## src/rtl/packet_filter_pkg.sv

```systemverilog
// Shared arbiter definitions: FSM state encoding and the port-index width helper.
package packet_filter_pkg;

    typedef enum logic {
        ST_IDLE  = 1'b0,
        ST_GRANT = 1'b1
    } arb_state_t;

    function automatic int unsigned port_idx_width(input int unsigned num_ports);
        return (num_ports > 1) ? $clog2(num_ports) : 1;
    endfunction

endpackage

```

## src/rtl/egress_arbiter_rr_picker.sv

```systemverilog
// Rotate-priority picker: first asserted request at or above ptr, wrapping; purely combinational.
module rr_picker
    import packet_filter_pkg::*;
#(
    parameter int NUM_PORTS = 4,
    parameter int IW        = port_idx_width(NUM_PORTS)
) (
    input  logic [NUM_PORTS-1:0] req,
    input  logic [IW-1:0]        ptr,
    output logic [IW-1:0]        idx,
    output logic                 found
);

    int cand;

    // Scan offsets high to low so the smallest offset from ptr wins.
    always_comb begin
        idx   = '0;
        found = 1'b0;
        cand  = 0;
        for (int k = NUM_PORTS - 1; k >= 0; k--) begin
            cand = int'(ptr) + k;
            if (cand >= NUM_PORTS) begin
                cand = cand - NUM_PORTS;
            end
            if (req[cand[IW-1:0]]) begin
                idx   = cand[IW-1:0];
                found = 1'b1;
            end
        end
    end

endmodule

```

## src/rtl/egress_arbiter.sv

```systemverilog
// Frame-locked round-robin mux of NUM_PORTS beat streams onto one egress; 1-cycle grant, then beats pass combinationally.
// egress_ready is forwarded only to the owner's req_ready; EGRESS_ARB_TIMEOUT_EN adds a stalled-frame abort.
module egress_arbiter
    import packet_filter_pkg::*;
#(
    parameter int NUM_PORTS         = 4,
    parameter int DATA_WIDTH        = 20,
    parameter int TIMEOUT_CTR_WIDTH = 3
) (
    input  logic                            clk,
    input  logic                            reset,
    input  logic [NUM_PORTS-1:0]            req_valid,
    input  logic [NUM_PORTS*DATA_WIDTH-1:0] req_data,
    input  logic [NUM_PORTS-1:0]            req_last,
    output logic [NUM_PORTS-1:0]            req_ready,
    output logic                            egress_valid,
    output logic [DATA_WIDTH-1:0]           egress_data,
    output logic                            egress_last,
    input  logic                            egress_ready,
    output logic [$clog2(NUM_PORTS)-1:0]    grant_id,
    output logic                            busy,
    output logic                            timeout
);

    localparam int IW = port_idx_width(NUM_PORTS);

    arb_state_t      state_q, state_d;
    logic [IW-1:0]   grant_id_q, grant_id_d;
    logic [IW-1:0]   rr_ptr_q, rr_ptr_d;
    logic [IW-1:0]   next_ptr;
    logic [IW-1:0]   pick_idx;
    logic            pick_found;
    logic [DATA_WIDTH-1:0] port_dat [NUM_PORTS];

`ifdef EGRESS_ARB_TIMEOUT_EN
    logic [TIMEOUT_CTR_WIDTH-1:0] stall_q, stall_d;
    logic                         timeout_q, timeout_d;
`endif

    rr_picker #(
        .NUM_PORTS (NUM_PORTS),
        .IW        (IW)
    ) u_picker (
        .req   (req_valid),
        .ptr   (rr_ptr_q),
        .idx   (pick_idx),
        .found (pick_found)
    );

    always_comb begin
        for (int p = 0; p < NUM_PORTS; p++) begin
            port_dat[p] = req_data[p*DATA_WIDTH +: DATA_WIDTH];
        end
    end

    assign next_ptr = (grant_id_q == IW'(NUM_PORTS - 1)) ? '0 : grant_id_q + 1'b1;
    assign busy     = (state_q == ST_GRANT);
    assign grant_id = grant_id_q;

    // Owner's stream is wired straight through; everyone else sees req_ready low.
    always_comb begin
        req_ready    = '0;
        egress_valid = 1'b0;
        egress_data  = '0;
        egress_last  = 1'b0;
        if (state_q == ST_GRANT) begin
            egress_valid          = req_valid[grant_id_q];
            egress_data           = port_dat[grant_id_q];
            egress_last           = req_last[grant_id_q];
            req_ready[grant_id_q] = egress_ready;
        end
    end

    always_comb begin
        state_d    = state_q;
        grant_id_d = grant_id_q;
        rr_ptr_d   = rr_ptr_q;
`ifdef EGRESS_ARB_TIMEOUT_EN
        stall_d    = '0;
        timeout_d  = 1'b0;
`endif
        case (state_q)
            ST_IDLE: begin
                if (pick_found) begin
                    grant_id_d = pick_idx;
                    state_d    = ST_GRANT;
                end
            end
            ST_GRANT: begin
                if (egress_valid && egress_ready && egress_last) begin
                    state_d  = ST_IDLE;
                    rr_ptr_d = next_ptr;
                end
`ifdef EGRESS_ARB_TIMEOUT_EN
                // Owner went quiet mid-frame: abandon it once the counter saturates.
                if (!egress_valid) begin
                    stall_d = stall_q + 1'b1;
                    if (&stall_d) begin
                        timeout_d = 1'b1;
                        state_d   = ST_IDLE;
                        rr_ptr_d  = next_ptr;
                        stall_d   = '0;
                    end
                end
`endif
            end
            default: state_d = ST_IDLE;
        endcase
    end

    always_ff @(posedge clk or posedge reset) begin
        if (reset) begin
            state_q    <= ST_IDLE;
            grant_id_q <= '0;
            rr_ptr_q   <= '0;
`ifdef EGRESS_ARB_TIMEOUT_EN
            stall_q    <= '0;
            timeout_q  <= 1'b0;
`endif
        end else begin
            state_q    <= state_d;
            grant_id_q <= grant_id_d;
            rr_ptr_q   <= rr_ptr_d;
`ifdef EGRESS_ARB_TIMEOUT_EN
            stall_q    <= stall_d;
            timeout_q  <= timeout_d;
`endif
        end
    end

`ifdef EGRESS_ARB_TIMEOUT_EN
    assign timeout = timeout_q;
`else
    // No abort path in this build; the width parameter only matters with the counter present.
    assign timeout = 1'b0 && (TIMEOUT_CTR_WIDTH > 0);
`endif

endmodule

```

## config.mk

```make
export PLATFORM = sky130hd
export DESIGN_NAME = egress_arbiter
export DESIGN_NICKNAME = d
export VERILOG_FILES = /design/src/rtl/packet_filter_pkg.sv /design/src/rtl/egress_arbiter_rr_picker.sv /design/src/rtl/egress_arbiter.sv
export SDC_FILE = /design/constraint.sdc
export NUM_CORES = 1
export LEC_CHECK = 0
export BUFFER_PORTS_ARGS = -buffer_cell sky130_fd_sc_hd__buf_2
export CAP_MARGIN = 10
export CORE_MARGIN = 2
export CORE_UTILIZATION = 38
export CTS_BUF_LIST = sky130_fd_sc_hd__clkbuf_8
export DETAILED_ROUTE_END_ITERATION = 10
export PLACE_DENSITY_LB_ADDON = 0.08
export SLEW_MARGIN = 20
export SYNTH_ARGS = -nofsm -noshare
export SYNTH_HDL_FRONTEND = slang
export SYNTH_SLANG_ARGS = --single-unit
```

## constraint.sdc

```tcl
create_clock -name clk -period 2.31 [get_ports clk]
set_input_delay 0.231 -clock clk [delete_from_list [all_inputs] [get_ports clk]]
set_output_delay 0.231 -clock clk [all_outputs]
set_load 0.03 [all_outputs]
```

-- Word level (Yosys, flattened, before mapping)
Cells that the tools add are included.
- reductions and logical operators: 5
- add/subtract/negate cells: 8
- bitwise operators: 3
- equal/unequal tests: 1
- order comparisons: 11
- muxes and demuxes: 37
- operators by type and width (operator ; count):
    20-bit 2-to-1 mux ; 3
    20-bit binary-select mux with 2-bit select ; 1
    2-bit 2-to-1 mux ; 9
    2-bit by 3-bit < comparator with 1-bit output (second input constant) ; 5
    1-bit 2-to-1 mux ; 15
    1-bit binary-select mux with 2-bit select ; 6
    3-bit >= comparator (second input constant) ; 4
    2-bit by 1-bit subtractor with 2-bit output (second input constant) ; 4
    2-bit by 2-bit adder with 3-bit output (second input constant) ; 2
    4-bit AND ; 1
    4-bit 2-to-1 mux ; 1
    2-bit AND reduction ; 2
    2-bit by 1-bit adder with 3-bit output (second input constant) ; 1
    2-bit by 3-bit >= comparator with 1-bit output (second input constant) ; 1
    1-bit logical AND ; 3
    2-bit inverter with 3-bit output ; 1
    2-bit by 1-bit adder with 2-bit output (second input constant) ; 1
    1-bit demux with 2-bit select ; 1
    2-bit == test (second input constant) ; 1
    2-bit by 1-bit >= comparator with 1-bit output (second input constant) ; 1
    1-bit case mux with 2 select lines ; 1
    1-bit inverter ; 1
- bits in registers: 5
- logic and storage cells: 68
- output and inout port bits: 30

-- Longest topological paths before layout
Gate-level depths: netlist of run 1.
- word-level depth: 11
- gate-level depth with buffers: 5
- depth with buffers taken out: 4

-- Cells and area by module
Synthesis of run 1 repeated with hierarchy kept, for this count alone.
- cells, all modules: 103
- area total of the unflattened synthesis: 1098.6 sq um
- modules (own cells, without submodules) (module ; times used ; sequential area each (sq um) ; area an instance (sq um) ; cells each):
    egress_arbiter ; 1 ; 125.1 ; 1021.0 ; 90
    rr_picker ; 1 ; 0.0 ; 77.6 ; 13

-- Least setup slack after synthesis of run 1
OpenSTA, ideal clock, no wires.
- path kind: flip-flop to output port
- start: register grant_id_q[0], in the netlist grant_id[0]
- end: output egress_data[0]
- buffers on the path: 2
- slack: 0.376 ns
- arrival: 1.703 ns
- data required time: 2.079 ns
- stages on the path, launching flop included: 5
- cells stage by stage: dfrtp_1 > buf_6 > buf_4 > mux4_2 > and2_1
- longest elaborated chain between the ends: 5
- RTL lines (what ; RTL line ; text):
    from (decl) ; egress_arbiter.sv:28 ; logic [IW-1:0] grant_id_q, grant_id_d;
    from (signal assigned) ; egress_arbiter.sv:122 ; grant_id_q <= grant_id_d;
    2-bit inverter with 3-bit output (not written as such) ; egress_arbiter.sv:68 ; egress_data = port_dat[grant_id_q];
    20-bit binary-select mux with 2-bit select ; egress_arbiter.sv:68 ;
    20-bit 2-to-1 mux (not written as such) (2 in series) ; egress_arbiter.sv:68 ;
    20-bit 2-to-1 mux ; egress_arbiter.sv:66 ; if (state_q == ST_GRANT) begin
    to (decl) ; egress_arbiter.sv:17 ; output logic [DATA_WIDTH-1:0] egress_data,
Every way passes these cells. The select of a mux whose other input is x is not followed.

-- Worst setup path in the final report of run 1
- start: register grant_id_q[0], in the netlist grant_id[0]
- end: output egress_data[8]
The elaborated chain is that of the path after synthesis.

==> results of run 1 <==
## layer usage
| layer | GRT usage | vias to the layer above | wire length (um) |
|---|---|---|---|
| met4 | 0.0764 | 0 | 56 |
| met1 | 0.227 | 600 | 1230 |
| met2 | 0.452 | 59 | 2030 |
| li1 | - | 609 | - |
| met3 | 0.0484 | 8 | 300 |
| met5 | 0 | - | 0 |
## path summary, 6_finish.rpt
path	startpoint	end	cells past startpoint
max	grant_id[0]	egress_data[8]	4
min	egress_ready	rr_ptr_q[0]	3
max reg2reg	grant_id[0]	rr_ptr_q[1]	3
min reg2reg	rr_ptr_q[0]	rr_ptr_q[0]	2
max in group asynchronous	reset	rr_ptr_q[1]	3
min in group asynchronous	reset	rr_ptr_q[0]	3
## cells by family (layout without fill, tap and decap cells)
kind of cell	count (synthesis)	count (layout)	share of synthesized area
AOI/OAI and AO/OA	13	13	0.0815
adders and majority gates	4	4	0.0472
buffers and inverters	15	134	0.0732
DFF	5	5	0.118
muxes	23	23	0.478
other	1	1	0.00354
and+or+nand+nor	35	35	0.198
## cells in the mapped netlist, drive strengths merged
library cell  number  area, um^2
dfrtp              5         125
and3               4        25.0
buf                6        43.8
nand4              1        12.5
clkbuf             3        11.3
mux4              22         495
conb               1        3.75
and2              22         138
nor2               3        11.3
nor4               1        6.26
o21a               1        7.51
ha                 4        50.1
o221ai             2        17.5
o21bai             1        7.51
inv                6        22.5
a31oi              1        6.26
nand2b             1        6.26
nand2              3        11.3
o21ai              2        10.0
a21oi              3        15.0
a21boi             2        15.0
mux2               1        11.3
o31ai              1        7.51
## power breakdown
| part | switching (W) | leakage [nW] | internal, W |
|---|---|---|---|
| registers | 0.0000828 | 0.0578 | 0.000127 |
| logic | 0.00102 | 0.831 | 0.000796 |
| clock network | 0.0000426 | 0.0269 | 0.000114 |
| total | 0.00114 | 0.916 | 0.00104 |
## layout by cell type, fill, tap and decap left out, types with 2 or more instances in the layout
| cell type | n |
|---|---|
| sky130_fd_sc_hd__ha_1 | 4 |
| sky130_fd_sc_hd__and3_1 | 4 |
| sky130_fd_sc_hd__a21oi_1 | 3 |
| sky130_fd_sc_hd__inv_2 | 2 |
| sky130_fd_sc_hd__buf_4 | 3 |
| sky130_fd_sc_hd__buf_2 | 119 |
| sky130_fd_sc_hd__and2_1 | 22 |
| sky130_fd_sc_hd__o221ai_1 | 2 |
| sky130_fd_sc_hd__nand2_1 | 3 |
| sky130_fd_sc_hd__dfrtp_1 | 5 |
| sky130_fd_sc_hd__inv_1 | 5 |
| sky130_fd_sc_hd__mux4_2 | 22 |
| sky130_fd_sc_hd__clkbuf_8 | 3 |
| sky130_fd_sc_hd__nor2_1 | 3 |
## layout make-up
| class | count | area (um^2) |
|---|---|---|
| inverter | 6 | 22.5 |
| clock inverter | 1 | 3.75 |
| timing repair buffer | 124 | 648 |
| sequential | 5 | 125 |
| tap | 31 | 38.8 |
| multi-input combinational | 76 | 857 |
| clock buffer | 3 | 41.3 |
| fill | 250 | 973 |
## stage by stage
step / cell area [um^2] / util / std cells / worst slack [ns] / hold slack (ns)
4_1_cts: 1740 / 0.641 / 246 / 0.262 / 0.365
6_report: 1740 / 0.641 / 246 / 0.281 / 0.367
5_1_grt: 1740 / 0.641 / 246 / 0.180 / 0.399
2_1_floorplan: 1060 / - / 96 / 0.376 / 0.00952
3_3_place_gp: 1680 / 0.620 / 241 / 0.537 / 0.128
3_5_place_dp: 1680 / 0.620 / 241 / 0.503 / 0.133
## sequential cells by signal, summed over array words and instances, names as in the netlist
name / cells
grant_id: 2
busy: 1
rr_ptr_q: 2
## critical path, cell delays in order (launching register included)
cell and delay, ns:
sky130_fd_sc_hd__dfrtp_1 0.46, sky130_fd_sc_hd__buf_4 0.26, sky130_fd_sc_hd__mux4_2 0.52, sky130_fd_sc_hd__and2_1 0.16, sky130_fd_sc_hd__buf_2 0.17
==> impl_metrics.env, run 1 <==
export IMPL_design_die_area_um2=3230
export IMPL_pin_slew_with_the_least_headroom_to_its_limit_ns=0.734
export IMPL_report_power_total_w=0.00218
export IMPL_vias=1276
export IMPL_max_freq_mhz=493
export IMPL_route_detailed_vias_per_inst=5.19
export IMPL_core_region_area_um2=2710
export IMPL_synth_seq_area_share=0.118
export IMPL_detailedRoute_firstPassIterationCount=4
export IMPL_ys_types=28
export IMPL_timing_hold_violations_final=0
export IMPL_grt_start_max_net_pins=31
export IMPL_antenna_cells_inserted=0
export IMPL_wl_per_cell_um=14.7
export IMPL_worst_skew_pair_late_latency_ns=0.22
export IMPL_setup_violations=0
export IMPL_hold_path_class="in -> reg"
export IMPL_endpoint_kind="output pin"
export IMPL_floorplan_die_height_um=56.8
export IMPL_first_pass_grt_wire_length_um=5690
export IMPL_timing_slew_headroom=0.511
export IMPL_worst_ep_arrival_time_ns=1.80
export IMPL_timing_max_cap_violations=0
export IMPL_synth_yosys_warnings=0
export IMPL_cts_htree_levels=1
export IMPL_syn2layout_area_growth_pct=63.9
export IMPL_netlist_instances=96
export IMPL_cts_path_max_buffers=2
export IMPL_syn_mean_instance_area_um2=11.0
export IMPL_synthesized_net_count=191
export IMPL_critPathMaxFanout=10
export IMPL_worst_setup_path_start_kind="flop"
export IMPL_post_cts_resized_instances=0
export IMPL_std_cell_rows=19
export IMPL_layout_drive_gt1_share=0.702
export IMPL_detail_route_antenna_nets=0
export IMPL_finalCritPeriodShare=0.878
export IMPL_initial_core_util=0.391
export IMPL_cts_clk_slew_worst_paths_ns=0.04
export IMPL_timing_setup_critical_path_class="reg -> out"
export IMPL_power_ir_vdd_worst_uv=828
export IMPL_routed_wl_um=3620
export IMPL_antenna_found_initial=0
export IMPL_count_of_unresolved_drc_violations_after_routing=0
export IMPL_cts_repair_timing_setup_buffer_count=0
export IMPL_fin_nets=311
export IMPL_final_max_slew_violation_count=0
export IMPL_synth_seq_cells=5
export IMPL_port_buffer_count=119
export IMPL_status="finished clean"
export IMPL_die_width_um=56.8
export IMPL_grt_ovfl_total=0
export IMPL_cts_inserted_buffers=3
export IMPL_minimum_period_implied_by_the_final_worst_setup_slack_ns=2.03
export IMPL_cts_hold_buffers_added=1
export IMPL_drt_first_iter_violations=67
export IMPL_rsz_0062_raised_after_global_routing="false"
export IMPL_via_count_of_the_first_global_routing_pass=1293
export IMPL_place_gp_congestion=0.793
export IMPL_groute_usage_overall=0.227
export IMPL_tritoncts_clock_tree="yes"
export IMPL_mappedNetlistArea_um2=1060
export IMPL_dp_hpwl_um=3110
export IMPL_static_leakage_power_nw=0.916
export IMPL_finClkSkew_ns=0.00212
export IMPL_register_to_register_path_setup_slack_ns=0.68
export IMPL_clk_root_buffer_cell="sky130_fd_sc_hd__clkbuf_8"
export IMPL_cellPowerDensity_nw_per_um2=1260
export IMPL_finalSetupTns_ns=0
export IMPL_clkSinkCount=5
export IMPL_num_io_pins=121
export IMPL_critical_path_required_time_ns=2.08
No activity file was read; power rests on OpenSTA's default activity.
==> inputs of run 2 (changes only) <==
Settings changed: ABC_AREA set to 1, CORE_UTILIZATION 38 to 35.
Clock period 2.31 ns to 1.6 ns, I/O delays scaled along.
==> run 2 against run 1 <==
Synthesized cell count rose to 2.7 times the previous value. Critical path depth rose by 3. Critical path type unchanged. Non-clock buffer count rose by 14. Critical endpoint is now req_ready[0]. The run now ends with negative setup slack left. Clock power rose by 50%. Clock-buffer cell count did not move. Flip-flop and latch count did not move. Combinational power rose to 2.7 times the previous value. Global-route usage fell by 0.50 points. Utilization rose by 7.2 points. Highest routed layer unchanged. Largest cell class unchanged.
==> impl_metrics.env, run 2 <==
export IMPL_rsz_0062_raised_after_global_routing="true"
export IMPL_endpoint_kind="output pin"
export IMPL_timing_hold_violations_final=0
export IMPL_synth_edf_count=0
export IMPL_synthesized_net_count=355
export IMPL_syn2layout_area_growth_pct=97.4
export IMPL_power_ir_vdd_worst_uv=1350
export IMPL_finClkSkew_ns=0.00224
export IMPL_p_seq_frac=0.055
export IMPL_initial_core_util=0.361
export IMPL_cts_path_max_buffers=2
export IMPL_max_freq_mhz=603
export IMPL_synth_seq_cells=5
export IMPL_ff2ff_path_depth=10
export IMPL_cts_htree_levels=1
export IMPL_first_pass_grt_wire_length_um=7570
export IMPL_layout_drive_gt1_share=0.551
export IMPL_grt_ovfl_total=0
export IMPL_groute_usage_overall=0.222
export IMPL_syn_mean_instance_area_um2=5.00
export IMPL_cellPowerDensity_nw_per_um2=2120
export IMPL_r2r_end="rr_ptr_q[0]"
export IMPL_register_to_register_path_setup_slack_ns=0.03
export IMPL_asyncSetResetFlopFracSynth=1.00
export IMPL_placed_cell_count=416
export IMPL_timing_max_cap_violations=0
export IMPL_yosys_most_used_dff="sky130_fd_sc_hd__dfrtp_1"
export IMPL_place_gp_congestion=0.837
export IMPL_rr_startpoint="grant_id[0]"
export IMPL_final_common_cell="sky130_fd_sc_hd__buf_2"
export IMPL_hold_path_class="in -> async"
export IMPL_worst_ep_arrival_time_ns=1.50
export IMPL_detailedRoute_firstPassIterationCount=4
export IMPL_route_detailed_vias_per_inst=4.93
export IMPL_synth_seq_area_share=0.0962
export IMPL_critical_path_required_time_ns=1.44
export IMPL_internal_power_w=0.00248
export IMPL_stdcell_count=433
export IMPL_static_leakage_power_nw=1.30
export IMPL_routed_wl_um=5830
export IMPL_detail_route_antenna_nets=0
export IMPL_core_region_area_um2=3610
export IMPL_fin_worst_hold_slack_ns=0.390
export IMPL_status="finished with violations"
export IMPL_synth_yosys_warnings=0
export IMPL_drt_first_iter_violations=122
export IMPL_num_io_pins=121
export IMPL_clkSinkCount=5
export IMPL_pwr_share_clk=0.043
export IMPL_most_common_layout_cells="sky130_fd_sc_hd__buf_2, sky130_fd_sc_hd__nor2_1, sky130_fd_sc_hd__nand2_1, sky130_fd_sc_hd__o21ai_1, sky130_fd_sc_hd__buf_6"
export IMPL_finalCritPeriodShare=1.04
export IMPL_floorplan_die_height_um=65.0
export IMPL_antenna_cells_inserted=0
export IMPL_design_die_area_um2=4220
export IMPL_cts_clk_slew_worst_paths_ns=0.04
export IMPL_finalSetupTns_ns=-0.346
export IMPL_antenna_found_initial=0
export IMPL_clk_root_buffer_cell="sky130_fd_sc_hd__clkbuf_8"
export IMPL_wl_per_cell_um=13.5
export IMPL_timing_setup_critical_path_class="reg -> out"
export IMPL_worst_skew_pair_late_latency_ns=0.22
export IMPL_vias=2134
export IMPL_final_core_utilization=0.712
export IMPL_timing_final_ws_setup_ns=-0.0585
export IMPL_p_comb_frac=0.902
export IMPL_use_met2=0.398
export IMPL_worstPathCellList="buf_12 -> inv_6 -> buf_12 -> ha_1 -> inv_1 -> nor2_2 -> buf_6"
export IMPL_via_count_of_the_first_global_routing_pass=1791
export IMPL_detailedPlace_worstSlack_ns=0.0752
export IMPL_gr_max_usage_layer="met2"
export IMPL_critical_path_slowest_cell="sky130_fd_sc_hd__dfrtp_2"
export IMPL_die_width_um=65.0
export IMPL_grt_start_max_net_pins=31
export IMPL_final_max_slew_violation_count=0
export IMPL_critical_path_top_cell_by_count="sky130_fd_sc_hd__buf_12"
export IMPL_grtUsageMet3=0.0313
export IMPL_critPathMaxFanout=15
export IMPL_ys_types=22
export IMPL_gate_family_responsible_for_the_most_delay_along_the_worst_path="buffers and inverters"
export IMPL_synth_area_top_cells="sky130_fd_sc_hd__nor2_1, sky130_fd_sc_hd__o21ai_0, sky130_fd_sc_hd__dfrtp_1, sky130_fd_sc_hd__a21oi_1, sky130_fd_sc_hd__nand2_1"
export IMPL_fin_nets=481
export IMPL_tritoncts_clock_tree="yes"
export IMPL_failed_checks="negative setup slack"
export IMPL_worst_path_largest_cell_delay_ns=0.41
export IMPL_count_of_unresolved_drc_violations_after_routing=0
export IMPL_setup_violations=13
export IMPL_mappedNetlistArea_um2=1300
export IMPL_cts_inserted_buffers=3
export IMPL_synthMostInstantiatedCell="sky130_fd_sc_hd__nor2_1"
export IMPL_netlist_instances=260
export IMPL_worst_setup_path_start_kind="flop"
export IMPL_crit_cells=7
export IMPL_total_buffers_and_inverters_traversed_by_the_critical_path=5
export IMPL_std_cell_rows=22
export IMPL_netlist_top_cell_by_area="sky130_fd_sc_hd__nor2_1"
export IMPL_minimum_period_implied_by_the_final_worst_setup_slack_ns=1.66
export IMPL_p_sw_frac=0.545
export IMPL_switching_power_w=0.00296
export IMPL_port_buffer_count=119
export IMPL_dp_hpwl_um=3870
export IMPL_synthDominantCellAreaShare=0.265
export IMPL_met1_routing_resource_usage_after_global_routing=0.283
export IMPL_ys_top_cells_by_count="sky130_fd_sc_hd__nor2_1, sky130_fd_sc_hd__o21ai_0, sky130_fd_sc_hd__nand2_1"
[run 2: metal layers]
metal  vias to the layer above  share of wire
li1                       1086              -
met1                       963           0.39
met2                        81           0.54
met3                         4          0.055
met4                         0         0.0072
met5                         -              0
[run 2: per-stage QoR]
stage | total power (W) | instance area (um^2)
after floorplan | 0.00297 | 1400
after global placement | 0.00389 | 2060
after detailed placement | 0.00390 | 2060
after CTS | 0.00435 | 2180
after global routing | 0.00582 | 2570
final | 0.00544 | 2570
[run 2: timing repair]
action                                  in CTS  in global routing
endpoints found under the hold margin        5                  0
setup buffers                                2                  3
endpoints found under the setup margin      25                 26
gates resized for setup                     21                106
hold buffers                                 1                  0
pin swaps                                    1                 21
cloned                                       0                  7
[run 2: power groups by stage]
stage,clock (W),combinational [W],sequential (W)
global route,0.000248,0.00526,0.000310
finish,0.000234,0.00491,0.000300
global placement,0,0.00359,0.000306
floorplan,0,0.00267,0.000307
detailed placement,0,0.00359,0.000309
CTS,0.000236,0.00381,0.000309
[run 2: worst register-to-register path: cells and delay by family (launching register included)]
kind	cells	cell delay (ns)
buf+inv	3	0.43
simple gates	4	0.42
flops	1	0.41
compound gates	3	0.24
[run 2: worst max-delay path by stage]
stage	start	endpoint	slack (ns)
floorplan	grant_id[0]	req_ready[0]	0.02
global placement	grant_id[1]	rr_ptr_q[0]	0.1
detailed placement	grant_id[1]	rr_ptr_q[0]	0.08
CTS	grant_id[0]	egress_last	-0.02
global route	grant_id[0]	egress_last	-0.11
finish	grant_id[0]	req_ready[0]	-0.06
[run 2: area by class of cell]
type | instances | area (um^2)
Timing Repair Buffer | 138 | 1070
Fill cell | 331 | 1040
Inverter | 15 | 71.3
Clock buffer | 3 | 41.3
Tap cell | 48 | 60.1
Clock inverter | 1 | 3.75
Sequential cell | 5 | 129
Multi-Input combinational cell | 223 | 1190
[run 2: cells by family (layout without fill, tap and decap cells)]
logic type | count (synthesis) | in the layout | synth area share
flip-flops | 5 | 5 | 0.0962
buffers and inverters | 32 | 157 | 0.112
AO/OA/AOI/OAI | 72 | 72 | 0.283
AND/OR/NAND/NOR | 146 | 146 | 0.467
other | 1 | 1 | 0.00288
adder cells (fa/ha/maj) | 4 | 4 | 0.0385
==> inputs of run 3 (changes only) <==
Settings changed: SYNTH_HIERARCHICAL set to 1.
==> run 3 against run 2 <==
The run still ends with negative setup slack left. Die area up 2.2%. Clock power about the same. Design area up 5.1%. Synthesized area up 2.3%. Utilization up 2.5 points. Clock-buffer cell count unchanged. Critical path depth unchanged. Critical endpoint is now egress_data[8]. Largest cell class unchanged.
==> impl_metrics.env, run 3 <==
export IMPL_static_leakage_power_nw=1.37
export IMPL_synthesized_net_count=357
export IMPL_worst_ep_arrival_time_ns=1.59
export IMPL_most_common_layout_cells="sky130_fd_sc_hd__buf_2, sky130_fd_sc_hd__nor2_1, sky130_fd_sc_hd__o21ai_1"
export IMPL_status="finished with violations"
export IMPL_cts_path_max_buffers=2
export IMPL_cts_clk_slew_worst_paths_ns=0.04
export IMPL_fin_worst_hold_slack_ns=0.389
export IMPL_synth_edf_count=0
export IMPL_setup_violations=14
export IMPL_grt_start_max_net_pins=31
export IMPL_timing_setup_critical_path_class="reg -> out"
export IMPL_pwr_share_clk=0.036
export IMPL_netlist_top_cell_by_area="sky130_fd_sc_hd__nor2_1"
export IMPL_place_gp_congestion=0.873
export IMPL_synth_seq_area_share=0.0940
export IMPL_postPlaceCellArea_um2=2120
export IMPL_synth_seq_cells=5
export IMPL_dp_hpwl_um=3780
export IMPL_synth_area_top_cells="sky130_fd_sc_hd__nor2_1, sky130_fd_sc_hd__dfrtp_1, sky130_fd_sc_hd__a21oi_1, sky130_fd_sc_hd__o21ai_0, sky130_fd_sc_hd__nand2_1"
export IMPL_max_freq_mhz=572
export IMPL_timing_max_cap_violations=0
export IMPL_first_pass_grt_wire_length_um=7540
export IMPL_timing_hold_violations_final=0
export IMPL_final_design_area_no_fill_um2=2700
export IMPL_fin_nets=489
export IMPL_detailedPlace_worstSlack_ns=0.0918
export IMPL_minimum_period_implied_by_the_final_worst_setup_slack_ns=1.75
export IMPL_p_seq_frac=0.046
export IMPL_groute_usage_overall=0.216
export IMPL_switching_power_w=0.00355
export IMPL_clkSinkCount=5
export IMPL_ys_types=24
export IMPL_std_cell_rows=22
export IMPL_final_common_cell="sky130_fd_sc_hd__buf_2"
export IMPL_synthDominantCellAreaShare=0.254
export IMPL_drt_first_iter_violations=109
export IMPL_internal_power_w=0.00305
export IMPL_via_count_of_the_first_global_routing_pass=1748
export IMPL_cellPowerDensity_nw_per_um2=2450
export IMPL_power_ir_vdd_worst_uv=1570
export IMPL_design_die_area_um2=4310
export IMPL_finalCritPeriodShare=1.09
export IMPL_cts_inserted_buffers=3
export IMPL_worst_skew_pair_late_latency_ns=0.23
export IMPL_die_width_um=65.7
export IMPL_p_comb_frac=0.919
export IMPL_detail_route_antenna_nets=0
export IMPL_cp_startpoint="grant_id[0]"
export IMPL_port_buffer_count=119
export IMPL_rsz_0062_raised_after_global_routing="true"
export IMPL_worst_setup_path_start_kind="flop"
export IMPL_floorplan_die_height_um=65.7
export IMPL_num_io_pins=121
export IMPL_critPathMaxFanout=7
export IMPL_syn_mean_instance_area_um2=5.08
export IMPL_hold_path_class="in -> async"
export IMPL_failed_checks="negative setup slack"
export IMPL_layout_drive_gt1_share=0.545
export IMPL_routed_wl_um=5750
export IMPL_ff2ff_path_depth=9
export IMPL_r2r_end="rr_ptr_q[0]"
export IMPL_yosys_most_used_dff="sky130_fd_sc_hd__dfrtp_1"
export IMPL_synth_yosys_warnings=6
export IMPL_clk_root_buffer_cell="sky130_fd_sc_hd__clkbuf_8"
export IMPL_critical_path_required_time_ns=1.44
export IMPL_vias=2163
export IMPL_cts_htree_levels=1
export IMPL_syn2layout_area_growth_pct=103
export IMPL_synthMostInstantiatedCell="sky130_fd_sc_hd__nor2_1"
export IMPL_ys_top_cells_by_count="sky130_fd_sc_hd__nor2_1, sky130_fd_sc_hd__nand2_1, sky130_fd_sc_hd__a21oi_1"
export IMPL_antenna_cells_inserted=0
export IMPL_netlist_instances=262
export IMPL_rr_startpoint="grant_id[0]"
export IMPL_timing_final_ws_setup_ns=-0.149
export IMPL_asyncSetResetFlopFracSynth=1.00
export IMPL_p_sw_frac=0.538
export IMPL_core_region_area_um2=3660
export IMPL_grt_ovfl_total=0
export IMPL_tritoncts_clock_tree="yes"
export IMPL_report_power_total_w=0.00661
export IMPL_register_to_register_path_setup_slack_ns=0.11
export IMPL_final_max_slew_violation_count=0
export IMPL_detailedRoute_firstPassIterationCount=4
export IMPL_route_detailed_vias_per_inst=4.90
export IMPL_antenna_found_initial=0
export IMPL_endpoint_kind="output pin"
export IMPL_wl_per_cell_um=13.0
export IMPL_initial_core_util=0.364
export IMPL_mappedNetlistArea_um2=1330
export IMPL_count_of_unresolved_drc_violations_after_routing=0
export IMPL_finClkSkew_ns=0.00147
-- run 3: cell count changes after synthesis, sizes merged, moves of 6 or more --
cell	change
inv	+10
nand3	+10
o21ai	-6
nand2	-11
-- run 3: final cells by class --
cell class              instances  area (um^2)
repair buffers                144         1120
fillers                       298          962
flip-flops and latches          5          126
clock buffers                   3         41.3
multi-input cells             215         1230
inverters                      25          111
clock inverters                 1         3.75
well taps                      48         60.1
-- run 3: metrics by stage --
| stage | utilization | std cells | TNS, ns |
|---|---|---|---|
| 3_3_place_gp | 0.578 | 423 | 0 |
| 3_5_place_dp | 0.578 | 423 | 0 |
| 6_report | 0.737 | 441 | -0.585 |
| 4_1_cts | 0.622 | 430 | -0.00223 |
| 5_1_grt | 0.737 | 441 | -1.94 |
| 2_1_floorplan | - | 262 | -0.00573 |
-- run 3: power by group through the flow --
stage	Sequential, W	Clock [W]	Combinational, W
floorplan	0.000329	0	0.00331
global placement	0.000295	0	0.00438
detailed placement	0.000297	0	0.00441
CTS	0.000315	0.000239	0.00482
global route	0.000311	0.000251	0.00647
finish	0.000302	0.000235	0.00607
-- run 3: cell families after synthesis --
kind of cell             share of synthesized area
AO/OA/AOI/OAI                                0.269
adder cells (fa/ha/maj)                     0.0376
buffers and inverters                        0.152
flip-flops                                  0.0940
other                                      0.00282
AND/OR/NAND/NOR                              0.445
-- run 3: timing repair --
item,CTS,global route
hold buffers,1,0
gates resized for setup,33,90
pin swaps,0,16
setup endpoints to repair,26,26
setup buffers,2,4
hold endpoints to repair,5,0
gates cloned,0,7
-- run 3: how the worst max path moves through the flow --
stage               cells after the start         endpoint  slack [ns]
global placement                        6  egress_data[12]        0.12
CTS                                     6     req_ready[0]      -0.002
detailed placement                      6  egress_data[12]        0.09
finish                                  7   egress_data[8]       -0.15
floorplan                               6  egress_data[11]      -0.001
global route                            7   egress_data[8]       -0.18
-- run 3: critical path, stage by stage, from the launching register on --
cell,delay (ns)
sky130_fd_sc_hd__dfrtp_2,0.40
sky130_fd_sc_hd__buf_12,0.16
sky130_fd_sc_hd__buf_6,0.15
sky130_fd_sc_hd__nor2_1,0.06
sky130_fd_sc_hd__nor2_1,0.13
sky130_fd_sc_hd__o21ai_1,0.12
sky130_fd_sc_hd__a21oi_2,0.18
sky130_fd_sc_hd__buf_6,0.15
-- run 3: layer usage --
layer	wire, um	global-route usage	vias to the layer above
met3	265	0.0325	5
met4	29	0.0339	0
li1	-	-	1103
met5	0	0	-
met1	2390	0.269	981
met2	3060	0.394	74
